--- config.mk ---
export PLATFORM = sky130hd
export DESIGN_NAME = uart_rx_engine_flat
export DESIGN_NICKNAME = d
export VERILOG_FILES = /design/src/rtl/uart_rx_engine_if.sv /design/src/rtl/uart_rx_engine.sv /design/src/flat_wrapper.sv
export SDC_FILE = /design/constraint.sdc
export NUM_CORES = 1
export LEC_CHECK = 0
export CORE_MARGIN = 2
export CORE_UTILIZATION = 35
export DETAILED_ROUTE_END_ITERATION = 12
export GPL_TIMING_DRIVEN = 0
export PLACE_DENSITY = 0.49
export RECOVER_POWER = 50
export SYNTH_ARGS = -nofsm -noshare
export SYNTH_HDL_FRONTEND = slang
export SYNTH_SLANG_ARGS = --single-unit
--- constraint.sdc ---
create_clock -name clk -period 3.83 [get_ports clk]
set_input_delay 0.5745 -clock clk [delete_from_list [all_inputs] [get_ports clk]]
set_output_delay 0.5745 -clock clk [all_outputs]
set_load 0.03 [all_outputs]
--- src/rtl/uart_rx_engine_if.sv ---
// uart_rx_engine_if: serial line in, shift strobe/bit and frame status out.
//   rx      - serial line (idles high)
//   sh, sdi - one-cycle shift strobe and the sampled bit for a downstream shift register
//   busy    - frame in progress
//   rx_done - one-cycle end-of-frame pulse
//   ferr    - framing error of the last frame, valid with rx_done
interface uart_rx_engine_if;
  logic rx;
  logic sh;
  logic sdi;
  logic busy;
  logic rx_done;
  logic ferr;
  modport master (output rx, input sh, sdi, busy, rx_done, ferr);
  modport slave (input rx, output sh, sdi, busy, rx_done, ferr);
endinterface

--- src/rtl/uart_rx_engine.sv ---
// uart_rx_engine: UART frame sampler that strobes each mid-bit sample into a downstream shift register.
//   clk   - system clock
//   reset - asynchronous active-low reset
//   bus   - uart_rx_engine_if slave: rx in; sh, sdi, busy, rx_done, ferr out (all registered)
module uart_rx_engine #(
  parameter int BAUD_DIV   = 868,
  parameter int FRAME_BITS = 10
) (
  input logic             clk,
  input logic             reset,
  uart_rx_engine_if.slave bus
);
  typedef enum logic [1:0] {IDLE, START, DATA, DONE} state_t;
  localparam logic [15:0] HALF = 16'(BAUD_DIV / 2 - 1);
  localparam logic [15:0] FULL = 16'(BAUD_DIV - 1);
  localparam logic [3:0]  LAST = 4'(FRAME_BITS - 1);
  state_t      state_q, state_d;
  logic [15:0] cnt_q, cnt_d;
  logic [3:0]  bit_idx_q, bit_idx_d;
  logic        sync_q, rx_s;
  logic        sh_q, sh_d, sdi_q, sdi_d, busy_q, busy_d, rx_done_q, rx_done_d, ferr_q, ferr_d;
  always_ff @(posedge clk or negedge reset) begin
    if (!reset) begin
      sync_q    <= 1'b1;
      rx_s      <= 1'b1;
      state_q   <= IDLE;
      cnt_q     <= '0;
      bit_idx_q <= '0;
      sh_q      <= 1'b0;
      sdi_q     <= 1'b0;
      busy_q    <= 1'b0;
      rx_done_q <= 1'b0;
      ferr_q    <= 1'b0;
    end else begin
      sync_q    <= bus.rx;
      rx_s      <= sync_q;
      state_q   <= state_d;
      cnt_q     <= cnt_d;
      bit_idx_q <= bit_idx_d;
      sh_q      <= sh_d;
      sdi_q     <= sdi_d;
      busy_q    <= busy_d;
      rx_done_q <= rx_done_d;
      ferr_q    <= ferr_d;
    end
  end
  // sdi_q still holds the stop sample while in DONE, so ferr is taken from it.
  always_comb begin
    state_d   = state_q;
    cnt_d     = cnt_q;
    bit_idx_d = bit_idx_q;
    sh_d      = 1'b0;
    sdi_d     = sdi_q;
    busy_d    = busy_q;
    rx_done_d = 1'b0;
    ferr_d    = ferr_q;
    case (state_q)
      IDLE: if (!rx_s) begin
        state_d = START;
        cnt_d   = HALF;
        busy_d  = 1'b1;
      end
      START: if (cnt_q != '0) cnt_d = cnt_q - 16'd1;
      else if (!rx_s) begin
        sh_d      = 1'b1;
        sdi_d     = 1'b0;
        bit_idx_d = 4'd1;
        cnt_d     = FULL;
        state_d   = DATA;
      end else begin
        state_d = IDLE;
        busy_d  = 1'b0;
      end
      DATA: if (cnt_q != '0) cnt_d = cnt_q - 16'd1;
      else begin
        sh_d      = 1'b1;
        sdi_d     = rx_s;
        cnt_d     = FULL;
        bit_idx_d = (bit_idx_q == LAST) ? 4'd0 : bit_idx_q + 4'd1;
        state_d   = (bit_idx_q == LAST) ? DONE : DATA;
      end
      DONE: begin
        rx_done_d = 1'b1;
        ferr_d    = ~sdi_q;
        busy_d    = 1'b0;
        state_d   = IDLE;
      end
    endcase
  end
  assign bus.sh      = sh_q;
  assign bus.sdi     = sdi_q;
  assign bus.busy    = busy_q;
  assign bus.rx_done = rx_done_q;
  assign bus.ferr    = ferr_q;
endmodule

--- src/flat_wrapper.sv ---
// flat-port wrapper written by rule: the top's interface ports become plain ports
module uart_rx_engine_flat 
#(
  parameter int BAUD_DIV   = 868,
  parameter int FRAME_BITS = 10
)
  (clk, reset, bus_rx, bus_sh, bus_sdi, bus_busy, bus_rx_done, bus_ferr);
  uart_rx_engine_if bus_i ();
  input logic clk;
  input logic reset;
  input wire logic [$bits(bus_i.rx)-1:0] bus_rx;
  output wire logic [$bits(bus_i.sh)-1:0] bus_sh;
  output wire logic [$bits(bus_i.sdi)-1:0] bus_sdi;
  output wire logic [$bits(bus_i.busy)-1:0] bus_busy;
  output wire logic [$bits(bus_i.rx_done)-1:0] bus_rx_done;
  output wire logic [$bits(bus_i.ferr)-1:0] bus_ferr;
  assign bus_i.rx = bus_rx;
  assign bus_sh = bus_i.sh;
  assign bus_sdi = bus_i.sdi;
  assign bus_busy = bus_i.busy;
  assign bus_rx_done = bus_i.rx_done;
  assign bus_ferr = bus_i.ferr;
  uart_rx_engine #(.BAUD_DIV(BAUD_DIV), .FRAME_BITS(FRAME_BITS)) u_core (.clk(clk), .reset(reset), .bus(bus_i));
endmodule
==> qor.yml <==
outcome:
  outcome: "finished, violations left"
  violations: "capacitance limit, slew limit"
worst_setup_path:
  ff2ff_setup_slack_ns: 1.45
  cp.depth: 7
  worst_setup_path_start_kind: "flip-flop"
  r2r_start: "u_core.cnt_q[0]"
  reg2regPathDepth: 7
  critPathRequiredTime_ns: 3.99
  slowest_stage: "dfrtp_1"
  crit_buf_inv: 1
  criticalPathCategory: "flip-flop to flip-flop"
  cp_max_fo: 10
  worstReg2RegEnd: "u_core.bit_idx_q[0]"
  crit_arrival_ns: 2.54
  critPathMaxStageDelay_ns: 0.43
  cp_top_family: "simple AND/OR/NAND/NOR gates"
  crit_chain: "inv_1 -> ha_1 -> nor3b_2 -> nand4_2 -> nor2_4 -> o21ai_2 -> mux2_1"
  endpoint_kind: "flip-flop"
clock_tree:
  cts.clk_slew.worst_paths_ns: 0.06
  cts_resized: 0
  cts_sinks: 29
  insertion_delay_ns: 0.28
  cts_hold_buf: 0
  clockBufferDepth: 2
  ctsHtreeMaxLevel: 2
  post-cts-setup-buffers: 0
  numCtsBuffers: 5
  cts_root_buf: "clkbuf_8"
  cts_tree: "yes"
timing:
  rsz0062_at_grt: "no"
  relSlewSlack: -0.0420
  fin_crit_sh: 0.622
  slew_violations: 30
  skew_ns: 0.00806
  tightest_slew_ns: 1.56
  hold_viol_final: 0
  fmax_ghz: 0.420
  finalSetupViolations: 0
  min_period_ns: 2.38
  setup_tns_ns: 0
job:
  cap_violations: 1
global_route:
  grt-busiest-layer: "met2"
  grt_pass1_wl_um: 6290
  track_usage: 0.159
  grt_pass1_vias: 1384
  grtUsageMet3: 0.0456
  use_met1: 0.181
  grt_overflow_total: 0
  antenna_found_initial: 0
  grt_start_max_net_pins: 30
  met2_usage: 0.272
drt:
  drtIter0Drc: 35
  drc: 0
  antenna_left: 0
  detail_route.vias_per_cell: 5.74
  wl_um: 3730
  routedWlPerCell_um: 15.9
  vias: 1343
  first_pass_iters: 4
power_and_ir_drop:
  peakVddDrop_mv: 0.132
  leakage_uw: 0.000883
  power.density_mw_per_mm2: 308
  total_power_uw: 577
final_layout:
  seq_area_um2: 728
  multi_input_area_um2: 863
  layout-area-overhead-vs-synth_pct: 13.4
  diodes: 0
  n_fill_cell: 440
  fin_nets: 191
  drive_gt1_frac: 0.144
placed_design:
  port_buffers: 7
  dpl.hpwl_um: 2670
  place_congestion: 0.809
synth:
  synth_ff_type: "dfrtp_1"
  yosysSeqAreaShare: 0.441
  async_flop_share: 1.00
  ys_seq_elements: 29
  synth_edf_count: 0
  yosysUniqueCellTypes: 47
  syn_avg_cell_area_um2: 10.0
  synth_warnings: 0
  synth_fp_nets: 177
  syn_area_mm2: 0.00165
  syn_inst: 165
floorplan:
  die_w_um: 72.7
  die_height_um: 72.7
  core_mm2: 0.00463
  rows: 25
  initial_core_util: 0.357
  die_area_mm2: 0.00529
  io_pins: 8
hold_path:
  worstHoldStart: "u_core.sync_q"
  hold_path_class: "flip-flop to flip-flop"
  min_to: "u_core.rx_s"
  hold_depth: 0
==> per-stage QoR <==
stage | hold slack (ns) | instances | cell area (µm²) | utilization | setup slack [ns]
after floorplan | 0.279 | 165 | 1650 | - | 1.84
after global placement | 0.347 | 226 | 1790 | 0.387 | 1.52
after detailed placement | 0.347 | 226 | 1790 | 0.387 | 1.47
after CTS | 0.352 | 234 | 1880 | 0.406 | 1.46
after global routing | 0.365 | 234 | 1870 | 0.405 | 1.31
final | 0.352 | 234 | 1870 | 0.405 | 1.45
==> layer usage <==
layer / vias up / routed length, µm
met4: 0 / 58
met1: 666 / 1650
met5: - / 0
met3: 7 / 108
li1: 649 / -
met2: 21 / 1910
==> layout make-up <==
class                      count  area share
multi-input combinational    125       0.461
sequential                    29       0.389
clock buffer                   8      0.0481
tap                           54      0.0360
timing repair buffer           7      0.0340
buffer                         4      0.0187
inverter                       7      0.0140
==> report_power, final <==
part | total [µW] | leakage [µW] | internal, µW | switching [µW]
sequential | 310 | 0.000373 | 308 | 1.41
clock | 259 | 0.0000455 | 146 | 112
combinational | 8.89 | 0.000464 | 1.65 | 7.24
==> state kept, by name, summed over array words and instances (netlist names), named ones only <==
register / count
u_core.state_q: 1
u_core.bus.ferr: 1
u_core.bus.rx_done: 1
u_core.bus.sdi: 1
u_core.sync_q: 1
u_core.bit_idx_q: 4
u_core.rx_s: 1
u_core.cnt_q: 16
u_core.bus.sh: 1
u_core.bus.busy: 1
==> cells by family (layout without fill, tap and decap cells) <==
kind of cell	after synthesis	count (layout)	share of synthesized area
muxes	6	6	0.0394
DFF	29	29	0.441
and+or+nand+nor	53	53	0.186
adders and majority gates	9	9	0.0681
AOI/OAI and AO/OA	57	57	0.229
buffers and inverters	11	26	0.0371
==> cell usage after synthesis, types with 2 or more instances <==
cell / number / area, µm²
nor3_2: 2 / 20.0
a21o_1: 2 / 15.0
mux2_1: 3 / 33.8
a21oi_1: 8 / 40.0
o31ai_1: 5 / 37.5
nand2_1: 11 / 41.3
a22o_1: 2 / 17.5
nor3_1: 3 / 15.0
o31a_1: 2 / 17.5
nor2_1: 12 / 45.0
a31oi_1: 4 / 25.0
nor4_1: 4 / 25.0
o21ai_2: 2 / 17.5
nor2b_1: 4 / 25.0
mux2i_1: 2 / 20.0
o211a_1: 2 / 20.0
inv_1: 7 / 26.3
dfstp_2: 2 / 52.6
o41ai_1: 2 / 17.5
nand4_1: 3 / 18.8
or4_4: 2 / 22.5
buf_6: 2 / 22.5
dfrtp_1: 27 / 676
ha_1: 9 / 113
nand3_1: 3 / 15.0
o21ai_0: 18 / 90.1
o2bb2ai_1: 2 / 17.5
==> how the worst max path moves through the flow <==
stage                         start  slack (ns)                   to
floorplan           u_core.cnt_q[0]        1.84     u_core.cnt_q[13]
global placement    u_core.cnt_q[0]        1.52  u_core.bit_idx_q[0]
detailed placement  u_core.cnt_q[0]        1.47  u_core.bit_idx_q[0]
CTS                 u_core.cnt_q[0]        1.46  u_core.bit_idx_q[0]
global route        u_core.cnt_q[0]        1.31  u_core.bit_idx_q[0]
finish              u_core.cnt_q[0]        1.45  u_core.bit_idx_q[0]
==> placed cells by master, fill, tap and decap left out, types with 4 or more instances in the layout <==
cell type        Yosys  routed
nand2_1             11      11
ha_1                 9       9
clkdlybuf4s50_1      0       5
clkbuf_8             0       6
nor2b_1              4       4
a31oi_1              4       4
o31ai_1              5       5
inv_1                7       7
nor4_1               4       4
dfrtp_1             27      27
a21oi_1              8       8
o21ai_0             18      18
nor2_1              12      12
Note: power is estimated with default switching activity, not from simulation.
